File: src/rtl/quadrature_decoder.sv
// Quadrature A/B decoder: input synchronizer, run-length glitch filter, phase
// decoder with an illegal-jump detector, and a wrapping position counter.
module quadrature_decoder #(
  parameter int NBITS_COUNT   = 4,
  parameter int FILTER_CYCLES = 2
) (
  input  logic                   clk,
  input  logic                   reset,
  input  logic                   a_in,
  input  logic                   b_in,
  input  logic                   enable,
  input  logic                   clear_err,
  output logic                   step,
  output logic                   count_up,
  output logic [NBITS_COUNT-1:0] Count,
  output logic                   error
);

  localparam logic [3:0] RUN_TARGET = 4'(FILTER_CYCLES);

  logic [1:0] a_ff;
  logic [1:0] b_ff;
  logic [1:0] phase;
  logic [1:0] filt;
  logic [1:0] cand;
  logic [3:0] run;
  logic       primed;

  logic       accept;
  logic [3:0] run_nx;
  logic [1:0] cand_nx;
  logic       dir_up;
  logic       dir_dn;
  logic       err_set;

  // Up sequence 00 -> 10 -> 11 -> 01 -> 00 (A leads B).
  function automatic logic [1:0] next_up(input logic [1:0] p);
    logic [1:0] n;
    case (p)
      2'b00:   n = 2'b10;
      2'b10:   n = 2'b11;
      2'b11:   n = 2'b01;
      2'b01:   n = 2'b00;
      default: n = 2'b00;
    endcase
    return n;
  endfunction

  assign phase = {a_ff[1], b_ff[1]};

  // Filter run tracking; before priming every value, including filt itself, must earn acceptance.
  always_comb begin
    accept  = 1'b0;
    run_nx  = 4'd0;
    cand_nx = cand;
    if (primed && (phase == filt)) begin
      run_nx = 4'd0;
    end else if ((run != 4'd0) && (phase == cand)) begin
      if ((run + 4'd1) >= RUN_TARGET) begin
        accept = 1'b1;
      end else begin
        run_nx = run + 4'd1;
      end
    end else begin
      cand_nx = phase;
      if (RUN_TARGET <= 4'd1) begin
        accept = 1'b1;
      end else begin
        run_nx = 4'd1;
      end
    end
  end

  always_comb begin
    dir_up  = (phase == next_up(filt));
    dir_dn  = (filt == next_up(phase));
    err_set = accept && primed && enable && !dir_up && !dir_dn;
  end

  always_ff @(posedge clk) begin
    if (reset) begin
      a_ff     <= 2'b00;
      b_ff     <= 2'b00;
      filt     <= 2'b00;
      cand     <= 2'b00;
      run      <= 4'd0;
      primed   <= 1'b0;
      step     <= 1'b0;
      count_up <= 1'b1;
      Count    <= '0;
      error    <= 1'b0;
    end else begin
      a_ff <= {a_ff[0], a_in};
      b_ff <= {b_ff[0], b_in};
      run  <= run_nx;
      cand <= cand_nx;
      step <= 1'b0;
      if (accept) begin
        filt   <= phase;
        primed <= 1'b1;
        // The priming load and disabled periods only move filt.
        if (primed && enable) begin
          if (dir_up) begin
            step     <= 1'b1;
            count_up <= 1'b1;
            Count    <= Count + NBITS_COUNT'(1);
          end else if (dir_dn) begin
            step     <= 1'b1;
            count_up <= 1'b0;
            Count    <= Count - NBITS_COUNT'(1);
          end
        end
      end
      if (err_set) begin
        error <= 1'b1;
      end else if (clear_err) begin
        error <= 1'b0;
      end
    end
  end

endmodule

File: config.mk
export PLATFORM = sky130hd
export DESIGN_NAME = quadrature_decoder
export DESIGN_NICKNAME = d
export VERILOG_FILES = /design/src/rtl/quadrature_decoder.sv
export SDC_FILE = /design/constraint.sdc
export NUM_CORES = 1
export LEC_CHECK = 0
export ABC_AREA = 1
export CAP_MARGIN = 20
export CORE_MARGIN = 2
export CORE_UTILIZATION = 45
export DETAILED_ROUTE_END_ITERATION = 8
export HOLD_SLACK_MARGIN = 0.05
export PLACE_DENSITY = 0.73
export SYNTH_ARGS = -nofsm -noshare
export SYNTH_HDL_FRONTEND = slang
export SYNTH_SLANG_ARGS = --single-unit
File: constraint.sdc
create_clock -name clk -period 5.1 [get_ports clk]
set_clock_uncertainty 0.1 [all_clocks]
set_input_delay 0.765 -clock clk [delete_from_list [all_inputs] [get_ports clk]]
set_output_delay 0.765 -clock clk [all_outputs]
set_load 0.005 [all_outputs]
# After elaboration in Yosys (flattened, before gate mapping)
# Index checks and enable logic that the tools add are counted.
# classes
n_addsub	3
order_cmp	1
n_eq_ne	10
muxes	15
bitwise	4
n_reduce_logical	19
# ops
op	n
$pmux 2 s4	2
$mux 1	11
$add 4x1->4 const B	2
$eq 2x2->1	4
$eq 2x2->1 const B	4
$mux 4	2
$logic_and 1x1->1	7
$eq 2x1->1 const B	2
$ge 4x2->1 const B	1
$logic_not 2->1	2
$not 1->1	4
$reduce_bool 2->1	2
$reduce_bool 4->1	1
$reduce_or 4->1	1
$sub 4x1->4 const B	1
$reduce_and 3->1	1
$reduce_or 3->1	1
$logic_not 1->1	2
$reduce_and 2->1	1
$reduce_or 2->1	1
# word_totals
ff_bits	20
input_bits	6
wordCells	63

# Longest topological paths before layout
# Gate-level depths: netlist of the first run.
# logic_depth
ltp_word	10
mapped_depth	12

# Least setup slack after synthesis of the first run
# OpenSTA, ideal clock, no wires.
# synth_timing
path_kind	flip-flop to flip-flop
startpoint	reg a_ff[1]
endpoint	reg Count[3]
setup_ns	0.068
t_arrival_ns	1.522
required_ns	4.932
setup_slack_ns	3.410
path_stages_with_launch	12
path_buffers	0
synth_period_minus_slack_ns	1.690
path_cell_list	dfxtp_1 > nand2_1 > nand2_2 > nand2_2 > ha_1 > nand2_1 > nand2_1 > nor2_1 > nand3_1 > nand2_1 > nand3_2 > a21oi_2
# synth_between
elab_chain_len	5
# synth_rtl
element	line_no	text
from (decl)	21	logic [1:0] a_ff;
from (signal assigned)	93	a_ff <= {a_ff[0], a_in};
$eq 2x1->1, or another cell as far along	39	case (p)
$pmux 2 s4 or $logic_and 1x1->1 (tied branches)	39, 58	
$eq 2x2->1 or $mux 1 (tied branches)	76, 58	
$reduce_bool 2->1 (no source line) or $mux 1 (tied branches)	--	
$reduce_and 3->1 (no source line)	--	
to (signal assigned)	106	Count <= Count + NBITS_COUNT'(1);
to (signal assigned)	110	Count <= Count - NBITS_COUNT'(1);
to (decl)	15	output logic [NBITS_COUNT-1:0] Count,
# Parallel ways exist; a longest one is shown, timed or not.
# A chain may end at the register's enable or synchronous reset.

# Worst setup path after layout of the first run
# layout_timing
startpoint	reg Count[1]
endpoint	out Count[1]
# No word-level cell between the ends.

==> impl_metrics.toml, run 1 <==
[status]
status = "completed"

[worst_hold_path]
hold_start = "b_ff[0]"
holdPathEnd = "b_ff[1]"
hold_path_class = "flip-flop to flip-flop"
worstHoldPathCells = 2

[floorplan]
initial_core_util_pct = 47.6
core_area_um2 = 2190
floorplan.die.width_um = 52.1
fp.dieArea_um2 = 2720
placementRows = 17
ioPinCount = 13
chipHeight_um = 52.1

[critical_path]
ff2ff_path_depth = 12
r2r-end = "Count[3]"
worstSetupPathType = "flip-flop to primary output"
worstSetupEndpointType = "primary output"
crit_fanout = 4
cp_launch_type = "flip-flop"
crit-reg2reg-launch = "b_ff[1]"
cp_data_arrival_time_ns = 1.24
critical-path-top-delay-family = "buffers and inverters"
series_of_cell_instances_along_the_critical_path = "clkdlybuf4s50_1"
cpPeakStageDelay_ns = 0.53
critPathBufInv = 1
critPathRequiredTime_ns = 4.24
critical_path.slowest_cell = "sky130_fd_sc_hd__clkdlybuf4s50_1"
r2r_setup_slk_ns = 3.17

[placed_design]
gp_congestion = 0.793
post-place-cells = 176
io_buffers = 12
preCtsSetupSlack_ns = 3.00
placed_standard_cell_area_um2 = 1200
dp.final_hpwl_um = 1460

[synthesis]
synth_largest_type_area_fraction_pct = 38.4
combined_area_of_all_synthesized_cells_um2 = 1040
yosys.cell_types.count = 25
synth_seq_area_share_pct = 38.4
post_synth_inst_count = 135
yosys_register_bits = 20
synth_top_cell_by_area = "sky130_fd_sc_hd__dfxtp_1"
yosys-top-cells-area = "sky130_fd_sc_hd__dfxtp_1 38%, sky130_fd_sc_hd__nand2_1 9.7%, sky130_fd_sc_hd__inv_1 7.2%"
yosysWarnings = 0
syn_area_per_cell_um2 = 7.72

[final_layout]
layout-drive-gt1-share_pct = 11.3
finish.cell_count_without_fillers = 179
area.sequential_um2 = 400
insertedDiodeCount = 0
total_area_of_multi_input_combinational_cells_um2 = 563
final_cell_area_um2 = 1220
layout-area-overhead-vs-synth_pct = 17.4
design.final.nets = 165
fillers = 215

[timing]
setup_violations = 0
finalWorstPathRequiredPeriod_ns = 2.10
fmaxAchievable_mhz = 476
unrepaired_setup_endpoints_after_global_routing = "no"
slew_viol_final = 0
timing.setup.tns_ns = 0
final_critical_path_setup_slack_ns = 3.00
timing.hold.ws_ns = 0.314
layout_worst_path_cycle_share_pct = 41.2
timing.final.hold_violations = 0

[detailed_routing]
first_iter_violations = 11
post-route-drc-count = 0
routed-via-count = 852
drtAntennaViolNets = 0
first_pass_iters = 4
avgRoutedWirePerCell_um = 10.4
finalWirelength_um = 1870
via_per_inst = 4.76

[run]
timing.max_cap.violations = 0

[grt]
grt_antenna_before_repair = 0
overflow = 0
number_of_global_route_vias_before_repair = 768
grt_max_degree = 11
grt_use_total_pct = 16.5
grt_first_pass_wirelength_um = 3250

[cts]
deepest_clock_path_buffer_count = 2
cts_inserted_buffers = 3
post_cts.resized_instances = 0
insertion_delay_ns = 0.30
cts.repair_timing.setup_buffer_count = 0
tritoncts_num_sinks = 20
cts-htree-levels = 1
worst_setup_hold_path_clk_slew_ns = 0.10
cts.hold.buffers_added = 0
clk_root_buffer_cell = "sky130_fd_sc_hd__clkbuf_4"
cts_tree = "built"

[power]
power.leakage_nw = 0.571
worst_ir_drop_vdd_v = 0.000275
power.density_nw_per_um2 = 395
[cell families (layout without fill, tap and decap cells)]
family | count (synthesis) | after routing | synth area share [%]
and+or+nand+nor | 63 | 63 | 32.2
AOI/OAI and AO/OA | 19 | 19 | 10.3
DFF | 20 | 20 | 38.4
adders and majority gates | 6 | 6 | 7.92
buffers and inverters | 23 | 37 | 8.28
other | 1 | 3 | 0.360
xor gates and xnor gates | 3 | 3 | 2.52
[report_power, final]
part / internal [W] / switching (W) / total (W)
clock: 0.0000276 / 0.0000462 / 0.0000737
combinational: 0.0000789 / 0.000130 / 0.000209
sequential: 0.000181 / 0.0000197 / 0.000201
total: 0.000287 / 0.000196 / 0.000483
[per-layer routing]
| metal | vias up | GRT usage, % | share of wire, % |
|---|---|---|---|
| met2 | 11 | 27.4 | 49 |
| met1 | 377 | 19.2 | 46 |
| met5 | - | 0 | 0 |
| li1 | 460 | - | - |
| met4 | 0 | 10.5 | 2.9 |
| met3 | 4 | 3.16 | 2.6 |
[stage by stage]
stage | power [W] | util (%)
2_1_floorplan | 0.000368 | -
6_report | 0.000483 | 55.9
4_1_cts | 0.000488 | 55.9
3_3_place_gp | 0.000407 | 54.8
5_1_grt | 0.000520 | 55.9
3_5_place_dp | 0.000414 | 54.8
[cells in the mapped netlist]
cell type                  instances
sky130_fd_sc_hd__a21oi_1           8
sky130_fd_sc_hd__a211oi_1          2
sky130_fd_sc_hd__nand2_1          27
sky130_fd_sc_hd__nand3_4           2
sky130_fd_sc_hd__conb_1            1
sky130_fd_sc_hd__clkbuf_1          1
sky130_fd_sc_hd__nand4_1           2
sky130_fd_sc_hd__fa_1              1
sky130_fd_sc_hd__xor2_1            1
sky130_fd_sc_hd__nand2_2           3
sky130_fd_sc_hd__inv_2             2
sky130_fd_sc_hd__dfxtp_1          20
sky130_fd_sc_hd__xnor2_1           2
sky130_fd_sc_hd__nor2_8            1
sky130_fd_sc_hd__nand3_2           2
sky130_fd_sc_hd__nand3b_1          1
sky130_fd_sc_hd__nor2_4            1
sky130_fd_sc_hd__a21oi_2           2
sky130_fd_sc_hd__nand4_2           1
sky130_fd_sc_hd__o21ai_0           4
sky130_fd_sc_hd__o21ai_1           3
sky130_fd_sc_hd__nor2_1           15
sky130_fd_sc_hd__nand3_1           8
sky130_fd_sc_hd__inv_1            20
sky130_fd_sc_hd__ha_1              5
[cells in the final DEF, fill, tap and decap left out, drive strengths merged]
cell type	Yosys	routed
a211oi	2	2
ha	5	5
dfxtp	20	20
xnor2	2	2
clkdlybuf4s50	0	12
xor2	1	1
nand3b	1	1
a21oi	10	10
nand3	12	12
inv	22	22
clkbuf	1	3
conb	1	3
o21ai	7	7
nand4	3	3
fa	1	1
nor2	17	17
nand2	30	30
[area by class of cell]
class	count	share of cell area [%]
multi-input cells	94	46.0
flip-flops and latches	20	32.7
repair buffers	12	9.82
inverters	22	6.75
well taps	28	2.86
clock buffers	3	1.84
[flip-flops by register name (all words and copies together) (netlist names)]
name and flops:
b_ff 2, filt 2, count_up 1, run 4
a_ff 2, error 1, step 1, Count 4
primed 1, cand 2
[worst max-delay path by stage]
stage          startpoint       end  cells after the start  slack [ns]
3_5_place_dp        reset    run[0]                      4        3.00
2_1_floorplan     a_ff[1]  Count[3]                     11        3.41
3_3_place_gp       enable  Count[1]                      6        3.00
4_1_cts          Count[1]  Count[1]                      1        2.98
6_report         Count[1]  Count[1]                      1        3.00
5_1_grt          Count[0]  Count[0]                      1        2.94
Note: power is estimated with default switching activity, not from simulation.
==> inputs of run 2 (changes only) <==
- PLACE_DENSITY: 0.73 -> 0.75
- clock period: 5.1 -> 1.9 ns (I/O delays scaled with it)
==> impl_metrics.toml, run 2 (synthesis gave the netlist of run 1 again) <==
[status]
status = "completed"

[final_layout]
insertedDiodeCount = 0
layout-area-overhead-vs-synth_pct = 21.4
design.final.nets = 167
largest_registers = "Count (4), run (4)"
fin_util_pct = 57.7
mostFrequentLayoutCell = "sky130_fd_sc_hd__nand2_1"
mostFrequentLayoutCells = "27 x sky130_fd_sc_hd__nand2_1, 20 x sky130_fd_sc_hd__inv_1, 17 x sky130_fd_sc_hd__dfxtp_1"
layout-drive-gt1-share_pct = 15.7

[power]
power.density_nw_per_um2 = 1060
totalPowerFinal_w = 0.00135
power.leakage_nw = 0.580
worst_ir_drop_vdd_v = 0.000797

[cts]
deepest_clock_path_buffer_count = 2
cts-htree-levels = 1
cts.hold.buffers_added = 0
cts.repair_timing.setup_buffer_count = 0
tritoncts_num_sinks = 20
cts_inserted_buffers = 3
cts_tree = "built"
insertion_delay_ns = 0.29
clk_root_buffer_cell = "sky130_fd_sc_hd__clkbuf_4"
worst_setup_hold_path_clk_slew_ns = 0.10
post_cts.resized_instances = 0

[grt]
busiest_layer = "met2"
grt_use_total_pct = 17.6
global_route.usage.met3_pct = 5.17
grt_antenna_before_repair = 0
grt_use_met1_pct = 19.7
grt_first_pass_wirelength_um = 3530
overflow = 0
gr-usage-met2_pct = 30.8
number_of_global_route_vias_before_repair = 903
grt_max_degree = 11

[critical_path]
critPathRequiredTime_ns = 2.04
cp_launch_type = "flip-flop"
r2r_setup_slk_ns = 0.18
worstSetupPathType = "flip-flop to flip-flop"
cp_data_arrival_time_ns = 1.86
worstSetupEndpointType = "flip-flop"
crit_fanout = 6

[detailed_routing]
drtAntennaViolNets = 0
first_pass_iters = 4
via_per_inst = 4.99
first_iter_violations = 17
finalWirelength_um = 2050
post-route-drc-count = 0
avgRoutedWirePerCell_um = 11.3
routed-via-count = 903

[floorplan]
chipHeight_um = 52.1
initial_core_util_pct = 47.6
placementRows = 17
floorplan.die.width_um = 52.1
ioPinCount = 13
fp.dieArea_um2 = 2720
core_area_um2 = 2190

[timing]
timing.setup.tns_ns = 0
unrepaired_setup_endpoints_after_global_routing = "no"
fmaxAchievable_mhz = 582
setup_violations = 0
layout_worst_path_cycle_share_pct = 90.5
finalWorstPathRequiredPeriod_ns = 1.72
timing.final.hold_violations = 0
slew_viol_final = 0

[placed_design]
dp.final_hpwl_um = 1590
io_buffers = 12
gp_congestion = 0.895

[run]
timing.max_cap.violations = 0

[worst_hold_path]
hold_path_class = "flip-flop to flip-flop"
-- run 2: cell count changes in the layout (fill, tap and decap cells not counted), sizes merged --
| cell | before | now |
|---|---|---|
| buf | 0 | 2 |
-- run 2: path summary, 6_finish.rpt --
| path | start | to | cells after the start |
|---|---|---|---|
| setup reg to reg | filt[0] | Count[3] | 12 |
| hold / removal | a_ff[0] | a_ff[1] | 2 |
| setup / recovery | filt[0] | Count[3] | 12 |
| hold reg to reg | a_ff[0] | a_ff[1] | 2 |
-- run 2: where the power goes --
| group | internal, W | switching (W) | leakage, nW |
|---|---|---|---|
| registers | 0.000491 | 0.0000575 | 0.166 |
| logic | 0.000230 | 0.000371 | 0.401 |
| clock network | 0.0000738 | 0.000123 | 0.0138 |
| total | 0.000795 | 0.000551 | 0.580 |
-- run 2: final cells by class --
class / count / area (um^2)
inverters: 22 / 82.6
multi-input cells: 94 / 583
repair buffers: 14 / 135
well taps: 28 / 35.0
flip-flops and latches: 20 / 407
clock buffers: 3 / 22.5
fillers: 207 / 926
-- run 2: layer usage --
layer  vias to the layer above  routed length, um
met3                         4                 87
li1                        466                  -
met4                         0                 28
met5                         -                  0
met1                       413                897
met2                        20               1040
-- run 2: through the flow --
| step | std cells | worst slack [ns] | hold slack (ns) | instance area, um^2 |
|---|---|---|---|---|
| 2_1_floorplan | 137 | 0.210 | 0.288 | 1050 |
| 3_3_place_gp | 178 | 0.152 | 0.293 | 1220 |
| 3_5_place_dp | 178 | 0.0756 | 0.295 | 1220 |
| 4_1_cts | 181 | 0.0537 | 0.309 | 1240 |
| 5_1_grt | 181 | 0.00734 | 0.318 | 1260 |
| 6_report | 181 | 0.181 | 0.306 | 1260 |
-- run 2: worst max-delay path, stage by stage, from the launching register on --
cell,delay (ns)
sky130_fd_sc_hd__dfxtp_1,0.35
sky130_fd_sc_hd__inv_1,0.10
sky130_fd_sc_hd__nand2_1,0.09
sky130_fd_sc_hd__nand2_2,0.11
sky130_fd_sc_hd__nand2_4,0.09
sky130_fd_sc_hd__ha_1,0.28
sky130_fd_sc_hd__nand2_1,0.07
sky130_fd_sc_hd__nor2_1,0.05
sky130_fd_sc_hd__nor2_1,0.08
sky130_fd_sc_hd__nand3_1,0.08
sky130_fd_sc_hd__nand2_1,0.08
sky130_fd_sc_hd__nand3_2,0.07
sky130_fd_sc_hd__a21oi_2,0.10
==> inputs of run 3 (changes only) <==
--- a/config.mk
+++ b/config.mk
@@ -9,3 +9,2 @@
 export CAP_MARGIN = 20
-export CORE_MARGIN = 2
 export CORE_UTILIZATION = 45
--- a/constraint.sdc
+++ b/constraint.sdc
@@ -4,2 +4,2 @@
 set_output_delay 0.285 -clock clk [all_outputs]
-set_load 0.005 [all_outputs]
+set_load 0.02 [all_outputs]
==> impl_metrics.toml, run 3 (synthesis gave the netlist of run 1 again) <==
[detailed_routing]
first_pass_iters = 4
via_per_inst = 4.89
drtAntennaViolNets = 0
avgRoutedWirePerCell_um = 11.3
routed-via-count = 894
post-route-drc-count = 0
first_iter_violations = 19
finalWirelength_um = 2060

[grt]
grt_use_total_pct = 18.5
grt_max_degree = 13
grt_antenna_before_repair = 0
number_of_global_route_vias_before_repair = 856
overflow = 0
grt_first_pass_wirelength_um = 3560

[cts]
worst_setup_hold_path_clk_slew_ns = 0.11
cts_tree = "built"
clk_root_buffer_cell = "sky130_fd_sc_hd__clkbuf_4"
cts.hold.buffers_added = 0
insertion_delay_ns = 0.30
tritoncts_num_sinks = 20
cts-htree-levels = 1
deepest_clock_path_buffer_count = 2
cts_inserted_buffers = 3

[timing]
timing.hold.ws_ns = 0.301
final_critical_path_setup_slack_ns = 0.0765
finalWorstPathRequiredPeriod_ns = 1.82
fmaxAchievable_mhz = 548
slew_viol_final = 0
layout_worst_path_cycle_share_pct = 96.0
setup_violations = 0
timing.final.hold_violations = 0

[floorplan]
fp.dieArea_um2 = 2510
floorplan.die.width_um = 50.1
core_area_um2 = 2190
placementRows = 17
initial_core_util_pct = 47.6
chipHeight_um = 50.1
ioPinCount = 13

[final_layout]
mostFrequentLayoutCells = "26 x sky130_fd_sc_hd__nand2_1, 20 x sky130_fd_sc_hd__inv_1, 17 x sky130_fd_sc_hd__dfxtp_1"
fin_util_pct = 59.6
mostFrequentLayoutCell = "sky130_fd_sc_hd__nand2_1"
design.final.nets = 168
layout-drive-gt1-share_pct = 18.1
fillers = 196
largest_registers = "Count (4), run (4)"
layout-area-overhead-vs-synth_pct = 25.3
insertedDiodeCount = 0

[critical_path]
worstSetupEndpointType = "flip-flop"
cp_data_arrival_time_ns = 1.97
critPathRequiredTime_ns = 2.04
crit_fanout = 6
worstSetupPathType = "flip-flop to flip-flop"
cp_launch_type = "flip-flop"

[placed_design]
io_buffers = 12
dp.final_hpwl_um = 1570
preCtsSetupSlack_ns = 0.0000244
gp_congestion = 0.791

[power]
power.density_nw_per_um2 = 1170
worst_ir_drop_vdd_v = 0.000666
power.leakage_nw = 0.600

[run]
timing.max_cap.violations = 0

[worst_hold_path]
hold_path_class = "flip-flop to flip-flop"

[status]
status = "completed"
==> run 3: repair_timing <==
action                     4_1_cts  5_1_grt
setup buffers                    0        1
resized for setup                1        8
setup endpoints to repair        1        6
pin swaps                        0        1
==> run 3: report_power, final <==
part	internal [W]	switching, W	total (W)
sequential	0.000490	0.0000596	0.000549
combinational	0.000233	0.000401	0.000634
clock	0.000213	0.000131	0.000345
==> run 3: through the flow <==
step           power [W]  cell area [um^2]  std cells  setup TNS (ns)
2_1_floorplan    0.00100              1050        137               0
3_3_place_gp     0.00111              1220        178               0
3_5_place_dp     0.00114              1220        178               0
4_1_cts          0.00149              1270        182               0
5_1_grt          0.00163              1310        183        -0.00523
6_report         0.00153              1310        183               0
==> run 3: worst paths after layout <==
| kind | from | end | slack (ns) | cells after the start |
|---|---|---|---|---|
| worst max-delay path | filt[0] | Count[3] | 0.08 | 12 |
| worst min-delay path | a_ff[0] | a_ff[1] | 0.30 | 2 |
| worst max register to register | filt[0] | Count[3] | 0.08 | 12 |
| worst min register to register | a_ff[0] | a_ff[1] | 0.30 | 2 |
==> run 3: per-layer routing <==
layer / routed length, um / vias to the layer above / track usage (%)
met1: 910 / 407 / 22.4
met4: 10 / 0 / 5.24
met3: 102 / 2 / 4.63
met2: 1040 / 24 / 31.8
met5: 0 / - / 0
li1: - / 461 / -
==> run 3: cell type report <==
type | count | area (um^2) | area share (%)
multi-input cells | 94 | 589 | 45.1
repair buffers | 15 | 143 | 10.9
clock buffers | 3 | 22.5 | 1.72
clock inverters | 1 | 30.0 | 2.30
flip-flops and latches | 20 | 404 | 30.9
well taps | 28 | 35.0 | 2.68
inverters | 22 | 82.6 | 6.32
==> run 3: critical path: stages (launching register included) <==
cell                      delay [ns]
sky130_fd_sc_hd__dfxtp_2        0.35
sky130_fd_sc_hd__inv_1          0.09
sky130_fd_sc_hd__nand2_1        0.10
sky130_fd_sc_hd__nand2_2        0.13
sky130_fd_sc_hd__nand2_4        0.10
sky130_fd_sc_hd__ha_1           0.29
sky130_fd_sc_hd__nand2_1        0.08
sky130_fd_sc_hd__nor2_1         0.06
sky130_fd_sc_hd__nor2_1         0.10
sky130_fd_sc_hd__nand3_1        0.08
sky130_fd_sc_hd__nand2_1        0.08
sky130_fd_sc_hd__nand3_2        0.07
sky130_fd_sc_hd__a21oi_2        0.13
